**src/rtl/event_timestamp_fifo.sv**
```systemverilog
// Captures the free-running counter on edges of an asynchronous event line and
// queues the timestamps in a first-word-fall-through FIFO with overflow tracking.
module event_timestamp_fifo #(
  parameter int CNT_W       = 42,
  parameter int DEPTH_LOG2  = 4,
  parameter int SYNC_STAGES = 2,
  parameter int EDGE_MODE   = 0
) (
  input  logic                  clk,
  input  logic                  rst,
  input  logic [CNT_W-1:0]      counter_in,
  input  logic                  event_in,
  input  logic                  ts_ready,
  input  logic                  clear_overflow,
  output logic [CNT_W-1:0]      ts_data,
  output logic                  ts_valid,
  output logic [DEPTH_LOG2:0]   level,
  output logic                  overflow,
  output logic [7:0]            drop_count
);

  localparam int                  DEPTH      = 1 << DEPTH_LOG2;
  localparam logic [1:0]          MODE       = 2'(EDGE_MODE);
  localparam logic [2:0]          PRIME_DONE = 3'(SYNC_STAGES + 1);
  localparam logic [DEPTH_LOG2:0] FULL_LEVEL = (DEPTH_LOG2 + 1)'(DEPTH);
  localparam logic [DEPTH_LOG2:0] LVL_ONE    = (DEPTH_LOG2 + 1)'(1'b1);
  localparam logic [DEPTH_LOG2-1:0] PTR_ONE  = DEPTH_LOG2'(1'b1);

  logic [SYNC_STAGES-1:0] sync_r;
  logic                   s_d_r;
  logic [2:0]             prime_r;
  logic [CNT_W-1:0]       mem_r [DEPTH];
  logic [DEPTH_LOG2-1:0]  wr_ptr_r;
  logic [DEPTH_LOG2-1:0]  rd_ptr_r;
  logic [DEPTH_LOG2:0]    level_r;
  logic                   ts_valid_r;
  logic [CNT_W-1:0]       ts_data_r;
  logic                   overflow_r;
  logic [7:0]             drop_count_r;

  logic                   s_s;
  logic                   rise_s;
  logic                   fall_s;
  logic                   event_s;
  logic                   push_s;
  logic                   pop_s;
  logic                   full_s;
  logic                   wr_en_s;
  logic                   drop_s;
  logic [DEPTH_LOG2-1:0]  rd_next_s;
  logic [DEPTH_LOG2:0]    level_next_s;
  logic [CNT_W-1:0]       head_next_s;
  logic                   overflow_next_s;
  logic [7:0]             drop_next_s;

  assign s_s    = sync_r[SYNC_STAGES-1];
  assign rise_s = s_s & ~s_d_r;
  assign fall_s = ~s_s & s_d_r;

  // Select which synchronized edges count as events.
  always_comb begin
    event_s = 1'b0;
    case (MODE)
      2'd0:    event_s = rise_s;
      2'd1:    event_s = fall_s;
      2'd2:    event_s = rise_s | fall_s;
      default: event_s = rise_s;
    endcase
  end

  // Detection stays off until the synchronizer has flushed its reset contents.
  assign push_s    = event_s & (prime_r == PRIME_DONE);
  assign pop_s     = ts_valid_r & ts_ready;
  assign full_s    = (level_r == FULL_LEVEL);
  assign wr_en_s   = push_s & (~full_s | pop_s);
  assign drop_s    = push_s & full_s & ~pop_s;
  assign rd_next_s = pop_s ? (rd_ptr_r + PTR_ONE) : rd_ptr_r;

  // Occupancy follows accepted writes and pops.
  always_comb begin
    level_next_s = level_r;
    case ({wr_en_s, pop_s})
      2'b10:   level_next_s = level_r + LVL_ONE;
      2'b01:   level_next_s = level_r - LVL_ONE;
      default: level_next_s = level_r;
    endcase
  end

  // Next head: the incoming word when it lands on the new read slot, else memory.
  always_comb begin
    if (wr_en_s && (wr_ptr_r == rd_next_s)) begin
      head_next_s = counter_in;
    end else begin
      head_next_s = mem_r[rd_next_s];
    end
  end

  // A drop in the same cycle as a clear leaves a count of one.
  always_comb begin
    if (drop_s) begin
      overflow_next_s = 1'b1;
      if (clear_overflow) begin
        drop_next_s = 8'd1;
      end else if (drop_count_r != 8'hFF) begin
        drop_next_s = drop_count_r + 8'd1;
      end else begin
        drop_next_s = drop_count_r;
      end
    end else if (clear_overflow) begin
      overflow_next_s = 1'b0;
      drop_next_s     = 8'd0;
    end else begin
      overflow_next_s = overflow_r;
      drop_next_s     = drop_count_r;
    end
  end

  // Storage array; contents are discarded logically by resetting pointers.
  always_ff @(posedge clk) begin
    if (rst && wr_en_s) begin
      mem_r[wr_ptr_r] <= counter_in;
    end
  end

  // Synchronizer, prime counter, pointers and registered outputs.
  always_ff @(posedge clk) begin
    if (!rst) begin
      sync_r       <= '0;
      s_d_r        <= 1'b0;
      prime_r      <= 3'd0;
      wr_ptr_r     <= '0;
      rd_ptr_r     <= '0;
      level_r      <= '0;
      ts_valid_r   <= 1'b0;
      ts_data_r    <= '0;
      overflow_r   <= 1'b0;
      drop_count_r <= 8'd0;
    end else begin
      sync_r       <= {sync_r[SYNC_STAGES-2:0], event_in};
      s_d_r        <= s_s;
      prime_r      <= (prime_r == PRIME_DONE) ? prime_r : (prime_r + 3'd1);
      wr_ptr_r     <= wr_en_s ? (wr_ptr_r + PTR_ONE) : wr_ptr_r;
      rd_ptr_r     <= rd_next_s;
      level_r      <= level_next_s;
      ts_valid_r   <= |level_next_s;
      ts_data_r    <= head_next_s;
      overflow_r   <= overflow_next_s;
      drop_count_r <= drop_next_s;
    end
  end

  assign ts_data    = ts_data_r;
  assign ts_valid   = ts_valid_r;
  assign level      = level_r;
  assign overflow   = overflow_r;
  assign drop_count = drop_count_r;

endmodule

```
**config.mk**
```make
export PLATFORM = sky130hd
export DESIGN_NAME = event_timestamp_fifo
export DESIGN_NICKNAME = d
export VERILOG_FILES = /design/src/rtl/event_timestamp_fifo.sv
export SDC_FILE = /design/constraint.sdc
export NUM_CORES = 1
export LEC_CHECK = 0
export ABC_AREA = 1
export CORE_MARGIN = 2
export CORE_UTILIZATION = 40
export CTS_CLUSTER_SIZE = 8
export DETAILED_ROUTE_END_ITERATION = 16
export PLACE_DENSITY = 0.66
export SETUP_SLACK_MARGIN = 0.02
export SLEW_MARGIN = 20
export SYNTH_ARGS = -nofsm -noshare
export SYNTH_HDL_FRONTEND = slang
export SYNTH_SLANG_ARGS = --single-unit
export TNS_END_PERCENT = 20
```
**constraint.sdc**
```tcl
create_clock -name clk -period 5.5 [get_ports clk]
set_input_delay 1.1 -clock clk [delete_from_list [all_inputs] [get_ports clk]]
set_output_delay 1.1 -clock clk [all_outputs]
set_load 0.03 [all_outputs]
```
==> metrics.md <==
| Metric | Value |
|---|---|
| Ys flop type | edfxtp_1 |
| Slowest CP cell | nand3_4 |
| H-tree lvl count | 3 |
| Setup TNS Final | 0 ns |
| Setup CP Type | in -> reg |
| Synth unique cells | 31 |
| Finished Layout Cells | 4,148 |
| Iter 0 DRT Violations | 1,763 |
| RSZ-0062 raised after global routing | false |
| Setup crit end kind | flip-flop |
| Number of CTS-inserted buffers | 102 |
| CTS Root Cell | clkbuf_16 |
| Global Route Usage Sum | 0.193 |
| Clock sinks | 743 |
| Syn-to-layout area delta | 16.1% |
| Vias in the first global route | 20.8k |
| RR Startpoint | prime_r[0] |
| Critical path launch point | ts_ready |
| # fillers | 7,131 |
| Die Span Y | 285 µm |
| Relative slew slack | 0.254 |
| # setup viols final | 0 |
| Synth area leaders | edfxtp_1 64%, nand2_1 7.0%, nand3_1 6.3%, dfxtp_1 4.5%, inv_1 4.3% |
| Initial antenna violation count | 0 |
| Worst Min Path Start | sync_r[0] |
| Bufs on Longest Clock Path | 3 |
| Port buffer count | 103 |
| # Max-Cap Violations | 0 |
| Met1 wire length | 33.7 mm |
| # placed instances | 3,955 |
| FF+latch count, synth | 743 |
| Static leakage | 14.2 nW |
| Die W | 285 µm |
| First-pass GRT wire length | 122 mm |
| WP buf/inv | 3 |
| Max stage delay on crit path | 0.50 ns |
| Met2 WL | 38.1 mm |
| Synth top area share | 0.639 |
| Row count | 103 |
| Worst slew pin tran | 1.12 ns |
| Final Critical Period | 3.64 ns |
| Worst Path Arrival | 4.18 ns |
| Sequential share of the synthesized area | 0.684 |
| Power density cells | 416 mW/mm² |
| Synth warnings | 0 |
| Hold_buf cts | 0 |
| # diodes | 0 |
| Post-DR vias/cell | 5.07 |
| Vias | 21.0k |
| Pwr Total | 15.3 mW |
| Worst setup SP type | primary input |
| Avg Inst Size Synth | 10.8 µm² |
| Status | finished clean |
| Clock Latency Late Sink | 0.65 ns |
| Drt total wl | 78.6 mm |
| Post-synth EDFFs | 672 |
| Post_cts resized | 0 |
| Worst path most repeated cell | nand2_4 |
| Worst clock skew | 0.0173 ns |
| Crit path cell chain | clkdlybuf4s50_1 -> nand2_4 -> inv_6 -> nand2_4 -> nand2_8 -> xor2_1 -> a21oi_1 -> nand3_4 -> buf_4 -> o21bai_1 -> nor2_1 |
| DIE AREA | 0.0812 mm² |
| Max-slew violation count | 0 |
| Post-DP HPWL | 39.3 mm |
| Post-Syn Area | 0.0316 mm² |
| Cell count after synthesis | 2,925 |
| Synth area leader | edfxtp_1 |
| Hold Path Class | reg -> reg |
| Clk slew on worst S/H paths | 0.05 ns |
| Initial Utilization | 0.402 |
| CP delay by family, top | simple AND/OR/NAND/NOR gates |
| Largest net degree at the start of global routing | 181 |
| CP max FO | 41 |
| IO Pins | 104 |
| Worst VDD drop | 0.368 mV |
| Clock tree from TritonCTS | done |
| FFs w/ async S/R, synth | 0 |
| Required time of the critical path | 6.04 ns |
| Top Metal Used | met4 |
| Fmax | 274 MHz |
| Setup bufs post-CTS | 0 |
| Wire length per cell | 18.9 µm |
| Routed Antenna Nets | 0 |
| Post-synthesis net count | 2,981 |
| Grt total ovfl | 0 |
| Gpl congestion | 0.782 |
| Final nets | 3,065 |
| Share of cells above drive strength 1 | 0.0710 |
| DRC | 0 |
| Core area | 0.0786 mm² |
| Pre-Repair DR Iteration Count | 5 |
| Fin. Hold Viols | 0 |
| Met3 Wirelength | 4.78 mm |
| Fin crit share | 0.663 |
per-stage QoR:
step,area [µm²],utilization,hold slack (ns),setup WS [ns]
floorplan,31600,-,0.390,0.553
global route,36700,0.467,0.457,1.63
CTS,36700,0.467,0.420,1.83
finish,36700,0.467,0.416,1.86
global placement,33700,0.429,0.402,1.22
detailed placement,33700,0.429,0.407,1.13
layer usage:
metal  vias to the layer above  GRT usage
li1                      10000          -
met1                     10200      0.254
met2                       657      0.323
met3                       135     0.0345
met4                         0     0.0648
met5                         -          0
cell usage in the layout, fill, tap and decap left out, drive strengths merged:
cell,netlist,layout
xor2,5,5
nand2,594,594
nor3,11,11
ha,9,9
nand4,5,5
o31ai,1,1
a211oi,1,1
dfxtp,71,71
inv,367,368
nor2,263,263
nand3,400,400
o21ai,136,136
clkbuf,48,187
clkinv,0,5
clkdlybuf4s50,0,103
buf,117,42
a31oi,2,2
edfxtp,672,672
a21oi,94,94
o21bai,44,44
nand3b,84,84
nor4,1,1
final timing paths:
check / endpoint / slack [ns] / cells past startpoint
setup / recovery: ts_data[11] / 1.86 / 11
hold / removal: sync_r[1] / 0.42 / 2
hold reg to reg: sync_r[1] / 0.42 / 2
setup reg to reg: mem_r[14][2] / 2.31 / 9
layout make-up:
type,count,area (µm²),share of cell area
clock buffer,187,2890,0.0788
clock inverter,6,96.3,0.00263
inverter,367,1390,0.0379
multi-input combinational,1650,7930,0.216
sequential,743,21600,0.589
tap,1050,1310,0.0358
timing repair buffer,145,1460,0.0398
where the power goes:
part           switching, mW  internal [mW]  total (mW)  leakage [nW]
sequential            0.0878           6.27        6.36          6.62
clock                   2.33           3.51        5.84          1.41
combinational           2.10          0.971        3.07          6.14
cell usage after synthesis (9+ instances only):
cell type  number
a21oi_1        94
buf_1           9
buf_2          92
buf_4           9
clkbuf_1       48
dfxtp_1        71
edfxtp_1      672
ha_1            9
inv_1         362
nand2_1       589
nand3_1       399
nand3b_1       84
nor2_1        263
nor3_1         11
o21ai_0       122
o21ai_1        13
o21bai_2       37
kinds of logic after synthesis:
kind of cell	synth area share
adders and majority gates	0.00356
xor gates and xnor gates	0.00139
DFF	0.684
AOI/OAI and AO/OA	0.0523
buffers and inverters	0.0697
and+or+nand+nor	0.189
state kept, by name, indices dropped and copies added (netlist names), 2 cells and up:
| register | flops |
|---|---|
| level | 5 |
| rd_ptr_r | 4 |
| ts_data | 42 |
| prime_r | 3 |
| drop_count | 8 |
| wr_ptr_r | 4 |
| sync_r | 2 |
| mem_r | 672 |
worst min-delay path, delay by kind of cell, from the launching register on:
| kind | cells | cell delay, ns |
|---|---|---|
| simple gates | 1 | 0.05 |
| flops | 1 | 0.30 |
| buf+inv | 1 | 0.04 |
No activity file was read; power rests on OpenSTA's default activity.
==> patch, RTL diff (same flow settings) <==
Set the parameter `CNT_W` to 50 (it was 42).
--- a/src/rtl/event_timestamp_fifo.sv
+++ b/src/rtl/event_timestamp_fifo.sv
@@ -3,3 +3,3 @@
 module event_timestamp_fifo #(
-  parameter int CNT_W       = 42,
+  parameter int CNT_W       = 50,
   parameter int DEPTH_LOG2  = 4,
Ports: changed (resized counter_in and ts_data); port bits go from 104 to 120. The function was not compared with the original's and may differ.
==> patch against the original RTL <==
Setup slack worse by 0.066 ns. Synthesized area increased by 17%. Critical path type unchanged. Clock skew rose by 0.018 ns. Sequential share of layout area grew 0.57 points. Power increased by 18%. Critical endpoint is now ts_data[40]. Routed wire length is 14% higher. Final area increased by 17%. Sequential cell count rose by 136.
==> patch: results (changes against the original RTL) <==
** Status
- The flow ran to the end, and the final reports show no timing, DRC or antenna violations.

** Pwr
- VDD IR-drop max :: 0.000385 V (+4.7%)
- Standby leakage power :: 16.4 nW (+16%)

** Logic synthesis
- The number of flops mapped to enable cells by yosys is 800 (+19%).
- Cell variety after synth :: 33 (+6.5%)
- Sorting the synthesized cells by how often they occur yields 800 x sky130_fd_sc_hd__edfxtp_1, 711 x sky130_fd_sc_hd__nand2_1, 473 x sky130_fd_sc_hd__nand3_1, 397 x sky130_fd_sc_hd__inv_1, 288 x sky130_fd_sc_hd__nor2_1.
- The async set or reset register ratio after synthesis was 0 (unchanged).
- Dominant cells by area after synthesis :: sky130_fd_sc_hd__edfxtp_1 65%, sky130_fd_sc_hd__nand2_1 7.2%, sky130_fd_sc_hd__nand3_1 6.4%
- Among all cell types in the netlist, the one instantiated most often is sky130_fd_sc_hd__edfxtp_1.
- The post-synthesis sequential area ratio was 0.690 (+0.00637).

** Global routing
- The largest net degree at the start of global routing is 223 (+23%).
- First-pass GRT wire length :: 139000 um (+14%)
- The via count of the first global-routing pass came to 23786 (+15%).
- GRT Total Usage :: 0.188 (-0.00465)

** Placed design
- Placed wire-length estimate :: 46000 um (+17%)
- Gp weighted congestion :: 0.751 (-4.0%)
- The count of port buffers added during placement was 119 (+16%).
- Post-Place Worst Slack :: 1.10 ns (-0.0345 ns)

** Route
- The number of DRC markers after the initial detailed-route iteration was 1970 (+12%).
- The via density per instance came to 5.06 (-0.23%).
- Drt first pass iters :: 5 (unchanged)
- Wire length per cell :: 18.5 um (-2.2%)

** Worst setup path
- In this run the critical register-to-register path is captured at mem_r[2][39].
- Arrival time at the worst endpoint :: 4.33 ns (+0.15 ns)
- Cell type of the slowest stage on the worst timing path :: sky130_fd_sc_hd__buf_12
- Crit Path Max Fanout :: 222 (+440%)
- The setup slack of the worst register-to-register path was 2.28 ns (-0.03 ns).
- Biggest cell delay along the critical path :: 0.68 ns (+0.18 ns)

** Clocking
- Insertion delay to the later sink of the worst-skew pair :: 0.70 ns (+0.05 ns)

** STA
- The slew at the pin closest to its max-slew limit was 1.19 ns (+0.0687 ns).
- Maximum clock skew at final layout :: 0.0354 ns (+0.0180 ns)

** Final layout
- The number of flip-flops in the largest register is 800 (+19%).
- The post-layout net count came to 3568 (+16%).
- The layout cell share with drive strength beyond 1 came to 0.0607 (-0.0103).
-- patch: worst max-delay path by stage --
stage               slack, ns     start  cells after the start     endpoint
floorplan               -0.04  ts_ready                      4  mem_r[5][0]
global placement         1.11  ts_ready                     14  ts_data[41]
detailed placement       1.10  ts_ready                     14  ts_data[26]
CTS                      1.80  ts_ready                     14  ts_data[41]
global route             1.50  ts_ready                     13  ts_data[40]
finish                   1.79  ts_ready                     13  ts_data[40]
-- patch: final cells by class --
cell class / count / area, sq um
well taps: 1243 / 1560
clock buffers: 217 / 3370
flip-flops and latches: 879 / 25600
repair buffers: 164 / 1700
fillers: 8154 / 48700
inverters: 402 / 1520
multi-input cells: 1937 / 9130
clock inverters: 8 / 185
-- patch: power breakdown --
part	leakage [nW]	internal (mW)	switching, mW
Sequential	7.84	7.42	0.0935
Clock	1.67	4.10	2.78
Combinational	6.92	1.11	2.43
-- patch: through the flow --
| stage | area, sq um | std cells | hold slack, ns |
|---|---|---|---|
| 3_3_place_gp | 39500 | 4625 | 0.408 |
| 5_1_grt | 43100 | 4850 | 0.467 |
| 3_5_place_dp | 39500 | 4625 | 0.403 |
| 4_1_cts | 43100 | 4850 | 0.425 |
| 6_report | 43100 | 4850 | 0.420 |
| 2_1_floorplan | 37100 | 3415 | 0.390 |
-- patch: per-layer routing --
metal / wire, um / global-route usage
met2: 43300 / 0.313
met3: 5560 / 0.0319
met4: 1990 / 0.0634
met1: 39000 / 0.250
met5: 0 / 0
-- patch: logic make-up (layout without fill, tap and decap cells) --
kind of cell    after synthesis  after routing  synth area share
compound gates              330            330            0.0491
xor+xnor                      2              2          0.000472
fa+ha+maj                     9              9           0.00304
buf+inv                     599            791            0.0679
flops                       879            879             0.690
simple gates               1596           1596             0.189
